File: src/rtl/mcu_spi_pkg.sv
// Shared types and constants for the MCU SPI packet path.
// Scheduler FSM encoding, packet flag bit positions and a saturating counter helper.
package mcu_spi_pkg;

  typedef enum logic [1:0] {
    IDLE     = 2'd0,
    COLLECT  = 2'd1,
    WAIT_ACK = 2'd2,
    HOLDOFF  = 2'd3
  } sched_state_t;

  localparam logic [7:0] HEADER_BYTE = 8'hAA;
  localparam int         FLAG_QV     = 0;
  localparam int         FLAG_GV     = 1;

  // Adds 0..2 events to an 8-bit count, sticking at 255.
  function automatic logic [7:0] sat_add8(input logic [7:0] cnt, input logic [1:0] inc);
    logic [8:0] sum;
    sum = {1'b0, cnt} + {7'b0000000, inc};
    if (sum[8]) begin
      return 8'hFF;
    end else begin
      return sum[7:0];
    end
  endfunction

endpackage

File: src/rtl/sync_rise_detect.sv
// Two-flop synchronizer for an asynchronous strobe, followed by a registered
// rising-edge detector producing a one-cycle pulse in the clk domain.
module sync_rise_detect (
  input  logic clk,
  input  logic rst_n,
  input  logic async_in,
  output logic rise_pulse
);

  logic meta_r;
  logic sync_r;
  logic prev_r;
  logic pulse_r;

  // Synchronizer chain and edge-detect register.
  always_ff @(posedge clk or negedge rst_n) begin
    if (!rst_n) begin
      meta_r  <= 1'b0;
      sync_r  <= 1'b0;
      prev_r  <= 1'b0;
      pulse_r <= 1'b0;
    end else begin
      meta_r  <= async_in;
      sync_r  <= meta_r;
      prev_r  <= sync_r;
      pulse_r <= sync_r & ~prev_r;
    end
  end

  assign rise_pulse = pulse_r;

endmodule

File: src/rtl/mcu_packet_scheduler.sv
// Merges quat/gyro sample pulses into a packet, publishes a frozen snapshot to the
// MCU SPI slave with a DONE/LOAD handshake, and counts samples lost to slow acknowledges.
module mcu_packet_scheduler
  import mcu_spi_pkg::*;
#(
  parameter int MERGE_CYCLES = 64,
  parameter int GAP_CYCLES   = 16
) (
  input  logic        clk,
  input  logic        rst_n,
  input  logic        quat_valid,
  input  logic [63:0] quat_data,
  input  logic        gyro_valid,
  input  logic [47:0] gyro_data,
  input  logic        load,
  output logic        done,
  output logic [63:0] pkt_quat,
  output logic [47:0] pkt_gyro,
  output logic [7:0]  pkt_flags,
  output logic [7:0]  pkt_seq,
  output logic [7:0]  overrun_cnt
);

  localparam int TW = $clog2((MERGE_CYCLES > GAP_CYCLES) ? MERGE_CYCLES : GAP_CYCLES) + 1;
  localparam logic [TW-1:0] MERGE_LAST = TW'(MERGE_CYCLES - 1);
  localparam logic [TW-1:0] GAP_LAST   = TW'(GAP_CYCLES - 1);

  sched_state_t  state_r;
  sched_state_t  state_nxt_s;
  logic [TW-1:0] timer_r;
  logic          sq_r;
  logic          sg_r;
  logic [63:0]   stage_quat_r;
  logic [47:0]   stage_gyro_r;
  logic          done_r;
  logic [63:0]   pkt_quat_r;
  logic [47:0]   pkt_gyro_r;
  logic [7:0]    pkt_flags_r;
  logic [7:0]    seq_r;
  logic [7:0]    overrun_r;
  logic          ack_s;
  logic          publish_s;
  logic          timer_clr_s;
  logic          timer_inc_s;
  logic          done_nxt_s;
  logic          quat_ovr_s;
  logic          gyro_ovr_s;
  logic [7:0]    flags_s;

  sync_rise_detect u_load_sync (
    .clk        (clk),
    .rst_n      (rst_n),
    .async_in   (load),
    .rise_pulse (ack_s)
  );

  // FSM state register.
  always_ff @(posedge clk or negedge rst_n) begin
    if (!rst_n) begin
      state_r <= IDLE;
    end else begin
      state_r <= state_nxt_s;
    end
  end

  // FSM next-state decode.
  always_comb begin
    state_nxt_s = state_r;
    case (state_r)
      IDLE: begin
        if (sq_r | sg_r) state_nxt_s = COLLECT;
        else             state_nxt_s = IDLE;
      end
      COLLECT: begin
        if ((sq_r & sg_r) || (timer_r == MERGE_LAST)) state_nxt_s = WAIT_ACK;
        else                                          state_nxt_s = COLLECT;
      end
      WAIT_ACK: begin
        if (ack_s) state_nxt_s = HOLDOFF;
        else       state_nxt_s = WAIT_ACK;
      end
      HOLDOFF: begin
        if (timer_r == GAP_LAST) begin
          if (sq_r | sg_r) state_nxt_s = COLLECT;
          else             state_nxt_s = IDLE;
        end else begin
          state_nxt_s = HOLDOFF;
        end
      end
      default: state_nxt_s = IDLE;
    endcase
  end

  // FSM control outputs; every state change restarts the shared timer.
  always_comb begin
    publish_s   = 1'b0;
    done_nxt_s  = 1'b0;
    timer_clr_s = (state_nxt_s != state_r);
    timer_inc_s = 1'b0;
    case (state_r)
      IDLE: begin
        done_nxt_s = 1'b0;
      end
      COLLECT: begin
        publish_s   = (state_nxt_s == WAIT_ACK);
        done_nxt_s  = publish_s;
        timer_inc_s = 1'b1;
      end
      WAIT_ACK: begin
        done_nxt_s = ~ack_s;
      end
      HOLDOFF: begin
        timer_inc_s = 1'b1;
      end
      default: begin
        done_nxt_s = 1'b0;
      end
    endcase
  end

  // Shared merge/holdoff timer.
  always_ff @(posedge clk or negedge rst_n) begin
    if (!rst_n) begin
      timer_r <= '0;
    end else if (timer_clr_s) begin
      timer_r <= '0;
    end else if (timer_inc_s) begin
      timer_r <= timer_r + TW'(1);
    end else begin
      timer_r <= timer_r;
    end
  end

  // A flag being cleared by this cycle's publish does not count as an overwrite.
  assign quat_ovr_s = quat_valid & sq_r & ~publish_s;
  assign gyro_ovr_s = gyro_valid & sg_r & ~publish_s;

  // Packet flag byte from the staging flags.
  always_comb begin
    flags_s          = 8'h00;
    flags_s[FLAG_QV] = sq_r;
    flags_s[FLAG_GV] = sg_r;
  end

  // Staging registers; a new sample always wins over the publish clear.
  always_ff @(posedge clk or negedge rst_n) begin
    if (!rst_n) begin
      sq_r         <= 1'b0;
      sg_r         <= 1'b0;
      stage_quat_r <= 64'd0;
      stage_gyro_r <= 48'd0;
      overrun_r    <= 8'd0;
    end else begin
      if (quat_valid) begin
        stage_quat_r <= quat_data;
        sq_r         <= 1'b1;
      end else if (publish_s) begin
        sq_r <= 1'b0;
      end else begin
        sq_r <= sq_r;
      end
      if (gyro_valid) begin
        stage_gyro_r <= gyro_data;
        sg_r         <= 1'b1;
      end else if (publish_s) begin
        sg_r <= 1'b0;
      end else begin
        sg_r <= sg_r;
      end
      overrun_r <= sat_add8(overrun_r, {1'b0, quat_ovr_s} + {1'b0, gyro_ovr_s});
    end
  end

  // Published snapshot; only written on publish so it stays frozen through the handshake.
  always_ff @(posedge clk or negedge rst_n) begin
    if (!rst_n) begin
      done_r      <= 1'b0;
      pkt_quat_r  <= 64'd0;
      pkt_gyro_r  <= 48'd0;
      pkt_flags_r <= 8'd0;
      seq_r       <= 8'd0;
    end else begin
      done_r <= done_nxt_s;
      if (publish_s) begin
        pkt_quat_r  <= stage_quat_r;
        pkt_gyro_r  <= stage_gyro_r;
        pkt_flags_r <= flags_s;
        seq_r       <= seq_r + 8'd1;
      end
    end
  end

  assign done        = done_r;
  assign pkt_quat    = pkt_quat_r;
  assign pkt_gyro    = pkt_gyro_r;
  assign pkt_flags   = pkt_flags_r;
  assign pkt_seq     = seq_r;
  assign overrun_cnt = overrun_r;

endmodule

File: config.mk
export PLATFORM = sky130hd
export DESIGN_NAME = mcu_packet_scheduler
export DESIGN_NICKNAME = d
export VERILOG_FILES = /design/src/rtl/mcu_spi_pkg.sv /design/src/rtl/sync_rise_detect.sv /design/src/rtl/mcu_packet_scheduler.sv
export SDC_FILE = /design/constraint.sdc
export NUM_CORES = 1
export LEC_CHECK = 0
export CAP_MARGIN = 0
export CORE_MARGIN = 2
export CORE_UTILIZATION = 51
export CTS_BUF_LIST = sky130_fd_sc_hd__clkbuf_2
export CTS_CLUSTER_DIAMETER = 60
export DETAILED_ROUTE_END_ITERATION = 10
export PLACE_DENSITY_LB_ADDON = 0.15
export SYNTH_ARGS = -nofsm -noshare
export SYNTH_HDL_FRONTEND = slang
export SYNTH_HIERARCHICAL = 1
export SYNTH_SLANG_ARGS = --single-unit
export TNS_END_PERCENT = 20
File: constraint.sdc
create_clock -name clk -period 3.7 [get_ports clk]
set_input_delay 0.74 -clock clk [delete_from_list [all_inputs] [get_ports clk]]
set_output_delay 0.74 -clock clk [all_outputs]
set_load 0.02 [all_outputs]
* After elaboration in Yosys (flattened, before gate mapping)
Index checks and enable logic that the tools add are counted.
Storage, ports and cells: register bits 258, bits of input ports 117, output and inout bits 137
Cells by class: $add $sub $neg 4, eq/ne operators 7, muxes and demuxes 14, bitwise logic cells 10, reduce and logical (&&, ||, !) cells 6
Operators with widths (count):
- $mux 7 | 2
- $add 8x2->9 | 1
- $add 8x1->8 const B | 1
- $mux 8 | 1
- $pmux 2 s4 | 1
- $add 7x1->7 const B | 1
- $eq 7x4->1 const B | 1
- $eq 7x6->1 const B | 1
- $mux 1 | 7
- $and 1x1->1 | 6
- $eq 2x2->1 const B | 3
- $reduce_bool 2->1 | 3
- $mux 2 | 2
- $not 1->1 | 3
- $add 1x1->2 | 1
- $eq 2x1->1 const B | 1
- $logic_not 2->1 | 1
- $ne 2x2->1 | 1
- $pmux 1 s2 | 1
- $reduce_or 2->1 | 1
- $logic_or 1x1->1 | 1
- $or 1x1->1 | 1

* Longest topological paths before layout
word-level depth 11, mapped depth 16, mapped depth without buffers 12

* By module
Netlist, hierarchy kept.
By module, submodules not included:
- mcu_packet_scheduler | instances 1, cells an instance 641, area each 10018.4 um^2, sequential area each 6356.1 um^2
- sync_rise_detect | instances 1, cells an instance 5, area each 113.9 um^2, sequential area each 100.1 um^2

* Least setup slack after synthesis
Ideal clock, no wire load.
kind register to register, start register timer_r[0], end register overrun_r[1] (netlist: overrun_cnt[1]), library setup time 71 ps, data arrival time 2866 ps, required time 3629 ps, slack 763 ps, cell stages (with the launch flop) 16, path buffers 4, path through dfrtp_1 > ha_1 > and4b_1 > buf_4 > a32oi_2 > or3_1 > buf_2 > buf_6 > buf_6 > nand3_1 > fa_1 > inv_1 > ha_1 > and2_1 > nand3_1 > nand2b_1
On the way: word-level cells in the longest chain between the ends 11, elaborated cells between the ends (all ways) 14, those cells by class 2 x add/sub; 3 x eq/ne; 5 x mux; 3 x bitwise; 1 x reduce/logical
Ends and longest elaborated chain:
- start, declared | line mcu_packet_scheduler.sv:30 | logic [TW-1:0] timer_r;
- start signal, assigned | line mcu_packet_scheduler.sv:128 | timer_r <= timer_r + TW'(1);
- start signal, assigned | line mcu_packet_scheduler.sv:130 | timer_r <= timer_r;
- $eq 7x6->1 | line mcu_packet_scheduler.sv:75 | if ((sq_r & sg_r) || (timer_r == MERGE_LAST)) state_nxt_s = WAIT_ACK;
- $logic_or 1x1->1 | line mcu_packet_scheduler.sv:75
- $mux 2 | line mcu_packet_scheduler.sv:75
- $pmux 2 s4 * | line mcu_packet_scheduler.sv:69 | case (state_r)
- $eq 2x2->1 * | line mcu_packet_scheduler.sv:105 | publish_s = (state_nxt_s == WAIT_ACK);
- $mux 1 * | line mcu_packet_scheduler.sv:100 | case (state_r)
- $not 1->1 * | line mcu_packet_scheduler.sv:135, mcu_packet_scheduler.sv:136
- $and 1x1->1 (on tied branches) | line mcu_packet_scheduler.sv:135, mcu_packet_scheduler.sv:136
- $add 1x1->2 * | line mcu_packet_scheduler.sv:170 | overrun_r <= sat_add8(overrun_r, {1'b0, quat_ovr_s} + {1'b0, gyro_ovr_s});
- $add 8x2->9 * | line mcu_spi_pkg.sv:19 | sum = {1'b0, cnt} + {7'b0000000, inc};
- $mux 8 * | line mcu_spi_pkg.sv:20 | if (sum[8]) begin
- end signal, assigned | line mcu_packet_scheduler.sv:170
- end, declared | line mcu_packet_scheduler.sv:40 | logic [7:0] overrun_r;
Every way passes the cells marked *; elsewhere a longest branch is shown, timed or not. A chain may end at the register's enable or synchronous reset.

* Worst setup path in the final report
start register timer_r[0], end register overrun_r[4] (netlist: overrun_cnt[4])
The elaborated chain is that of the path after synthesis.

==> reports/metrics.csv <==
metric,value,unit
outcome,finished clean,
sw frac,0.352,
max-slew violations,0,
Seq cells post-synth,258,
Startpoint Class,flip-flop,
WHS Endpoint,u_load_sync/sync_r,
CTS Buf Count,66,
fin cells,1242,
worst skew pair latency,0.80,ns
hold path depth,0,
Multi-input gate area,3450,um2
Critical Path AT,3.64,ns
routability-driven placement congestion ratio,0.774,
Initial Util,0.521,
drt wl/cell,17.8,um
Area Overhead vs Synth,32.7,%
first-pass GRT wire length,36.2,mm
Setup-failing EPs final,0,
NumNets Final,1059,
"commonest non-fill, non-tap cell in the layout",dfrtp_1,
placed cells,1130,
final worst-path cycle share,0.795,
vias in the first global route,6996,
Cell variety after synth,43,
HP Start,u_load_sync/meta_r,
share of cells above drive strength 1,0.345,
io pins,254,
worst r2r src,timer_r[0],
clock sinks,258,
initial antenna violation count,2,
CTS tree,done,
Avg Inst Size Synth,15.7,um2
cell-internal power,7180,uW
Port Buffer Count,247,
Post-DP HPWL,14.8,mm
DIE HEIGHT,145,um
H-Tree Level Count,3,
Power Dens Cells,824,nW/um2
Reg2Reg Depth,11,
CTS Buffer Depth,3,
DRT iter0 DRCs,268,
worst-margin pin slew,0.880,ns
Die Footprint,21000,um2
Final Util,0.691,
row cnt,51,
Root Buffer,clkbuf_2,
sequential area share after synthesis,0.637,
crit path max fanout,7,
Leak,0.00591,uW
Synth Instances,646,
Switch Pwr,3910,uW
Clock Pin Slew Worst Setup and Hold Paths,0.09,ns
CP Launch Point,timer_r[0],
Fillers,1392,
worst min path class,reg -> reg,
highest-count cells in the layout ignoring fill and taps,"258 x dfrtp_1, 244 x clkdlybuf4s50_1, 204 x mux2_2",
minimum clock period,2.94,ns
Crit. End Element,flip-flop,
Yosys warning count,6,
final hold vios,0,
maximum VDD drop,0.429,mV
combinational share of power,0.442,
Die W,145,um
Relative slew margins,0.413,
Layout Skew,0.0527,ns
Synth Cell Area,10100,um2
register area,6460,um2
routed wire length,22.2,mm
Seq pwr share,0.383,
total grt overflow,0,
largest net degree at the start of global routing,85,
Post-CTS Setup Bufs,0,
core area,19500,um2
RSZ-0062 raised after global routing,false,
first-pass iteration count of the detailed router,5,
clock share of power,0.175,
Worst R2R Setup Slack,0.76,ns
total negative slack,0,ns
MaxCap Viol Count,0,
drt drc,0,
Total GRT Usage,0.216,
Critical Path RT,4.39,ns
vias,6274,
via density per instance,5.05,
ANT nets after route,0,
Peak Freq,340,MHz
Setup CP Type,reg -> reg,
worst reg2reg endpoint,overrun_cnt[4],
==> power by group through the flow <==
stage / logic (uW) / registers [uW] / clock network, uW
3_3_place_gp: 4810 / 4220 / 0
5_1_grt: 5200 / 4370 / 2190
2_1_floorplan: 2080 / 5040 / 0
3_5_place_dp: 4930 / 4290 / 0
6_report: 4900 / 4240 / 1940
4_1_cts: 4950 / 4250 / 2030
==> cell usage after synthesis (all sizes together) <==
| master | count | area (um2) |
|---|---|---|
| dfrtp | 258 | 6460 |
| mux2 | 227 | 2640 |
| buf | 27 | 173 |
| nand2 | 16 | 60.1 |
| clkbuf | 13 | 48.8 |
| xnor2 | 10 | 87.6 |
| nor2 | 9 | 33.8 |
| inv | 8 | 30.0 |
| ha | 7 | 87.6 |
| nand4 | 7 | 43.8 |
| nor3b | 7 | 52.6 |
| xor2 | 7 | 61.3 |
| a21oi | 6 | 30.0 |
| nand3 | 6 | 30.0 |
| nor3 | 4 | 20.0 |
| a21o | 3 | 22.5 |
| and3 | 3 | 18.8 |
| nand2b | 3 | 18.8 |
| nor2b | 3 | 26.3 |
| a32oi | 2 | 25.0 |
| o2111ai | 2 | 17.5 |
| o21ai | 2 | 10.0 |
| or3 | 2 | 12.5 |
| a211o | 1 | 8.76 |
| a211oi | 1 | 7.51 |
| a21boi | 1 | 7.51 |
| a22oi | 1 | 7.51 |
| a31oi | 1 | 6.26 |
| and2 | 1 | 6.26 |
| and4 | 1 | 8.76 |
| and4b | 1 | 10.0 |
| conb | 1 | 3.75 |
| fa | 1 | 20.0 |
| mux2i | 1 | 10.0 |
| nor4bb | 1 | 10.0 |
| o221ai | 1 | 8.76 |
| o32ai | 1 | 8.76 |
==> cell families after synthesis <==
group           count (synthesis)  share of synthesized area
other cells                     1                   0.000370
mux                           228                      0.262
flops                         258                      0.637
buf+inv                        48                     0.0248
simple gates                   64                     0.0347
fa+ha+maj                       8                     0.0106
compound gates                 22                     0.0158
xor+xnor                       17                     0.0147
==> per-layer routing <==
metal / vias to the layer above / track usage / share of wire
met5: - / 0 / 0.00050
li1: 2871 / - / -
met1: 3124 / 0.251 / 0.40
met2: 234 / 0.346 / 0.48
met3: 43 / 0.0934 / 0.088
met4: 2 / 0.0990 / 0.028
==> worst max-delay path by stage <==
stage | endpoint | slack, ns
final | overrun_cnt[4] | 0.76
after global routing | overrun_cnt[4] | 0.58
after CTS | overrun_cnt[4] | 0.78
after detailed placement | overrun_cnt[4] | 0.82
after global placement | overrun_cnt[1] | 1.05
after floorplan | overrun_cnt[1] | 0.76
==> sequential cells by signal, summed over array words and instances (netlist names) <==
signal,flops
pkt_seq,8
sq_r,1
pkt_gyro,48
pkt_flags,2
u_load_sync/prev_r,1
u_load_sync/sync_r,1
stage_quat_r,64
stage_gyro_r,48
sg_r,1
pkt_quat,64
u_load_sync/meta_r,1
timer_r,7
u_load_sync/rise_pulse,1
done,1
overrun_cnt,8
state_r,2
==> worst max-delay path, cell delays in order (launching register included) <==
cell and delay, ns:
dfrtp_1 0.43, ha_1 0.24, and4b_1 0.29, a21oi_1 0.33, or3_4 0.22, nand3_1 0.10
fa_1 0.44, inv_1 0.07, ha_1 0.23, and2_1 0.17, nand3_1 0.21, nand2_1 0.14
==> repair_timing <==
item / in CTS / in global routing
gates resized for setup: 0 / 0
setup endpoints to repair: 0 / 0
hold buffers: 1 / 0
hold endpoints to repair: 80 / 0
==> per-stage QoR <==
stage          power [uW]  cell area (um2)  setup slack, ns  hold slack (ns)
3_5_place_dp         9220            12800            0.817            0.336
5_1_grt             11800            13400            0.579            0.323
2_1_floorplan        7120            10200            0.763            0.331
6_report            11100            13400            0.757            0.357
4_1_cts             11200            13400            0.778            0.311
3_3_place_gp         9030            12800             1.05            0.332
==> cell type report <==
class	count	area share
antenna	1	0.000186
clock buffer	88	0.0328
clock inverter	22	0.0122
inverter	8	0.00223
multi-input combinational	345	0.257
sequential	258	0.480
tap	265	0.0247
timing repair buffer	255	0.191
(Power assumes the default switching activity.)
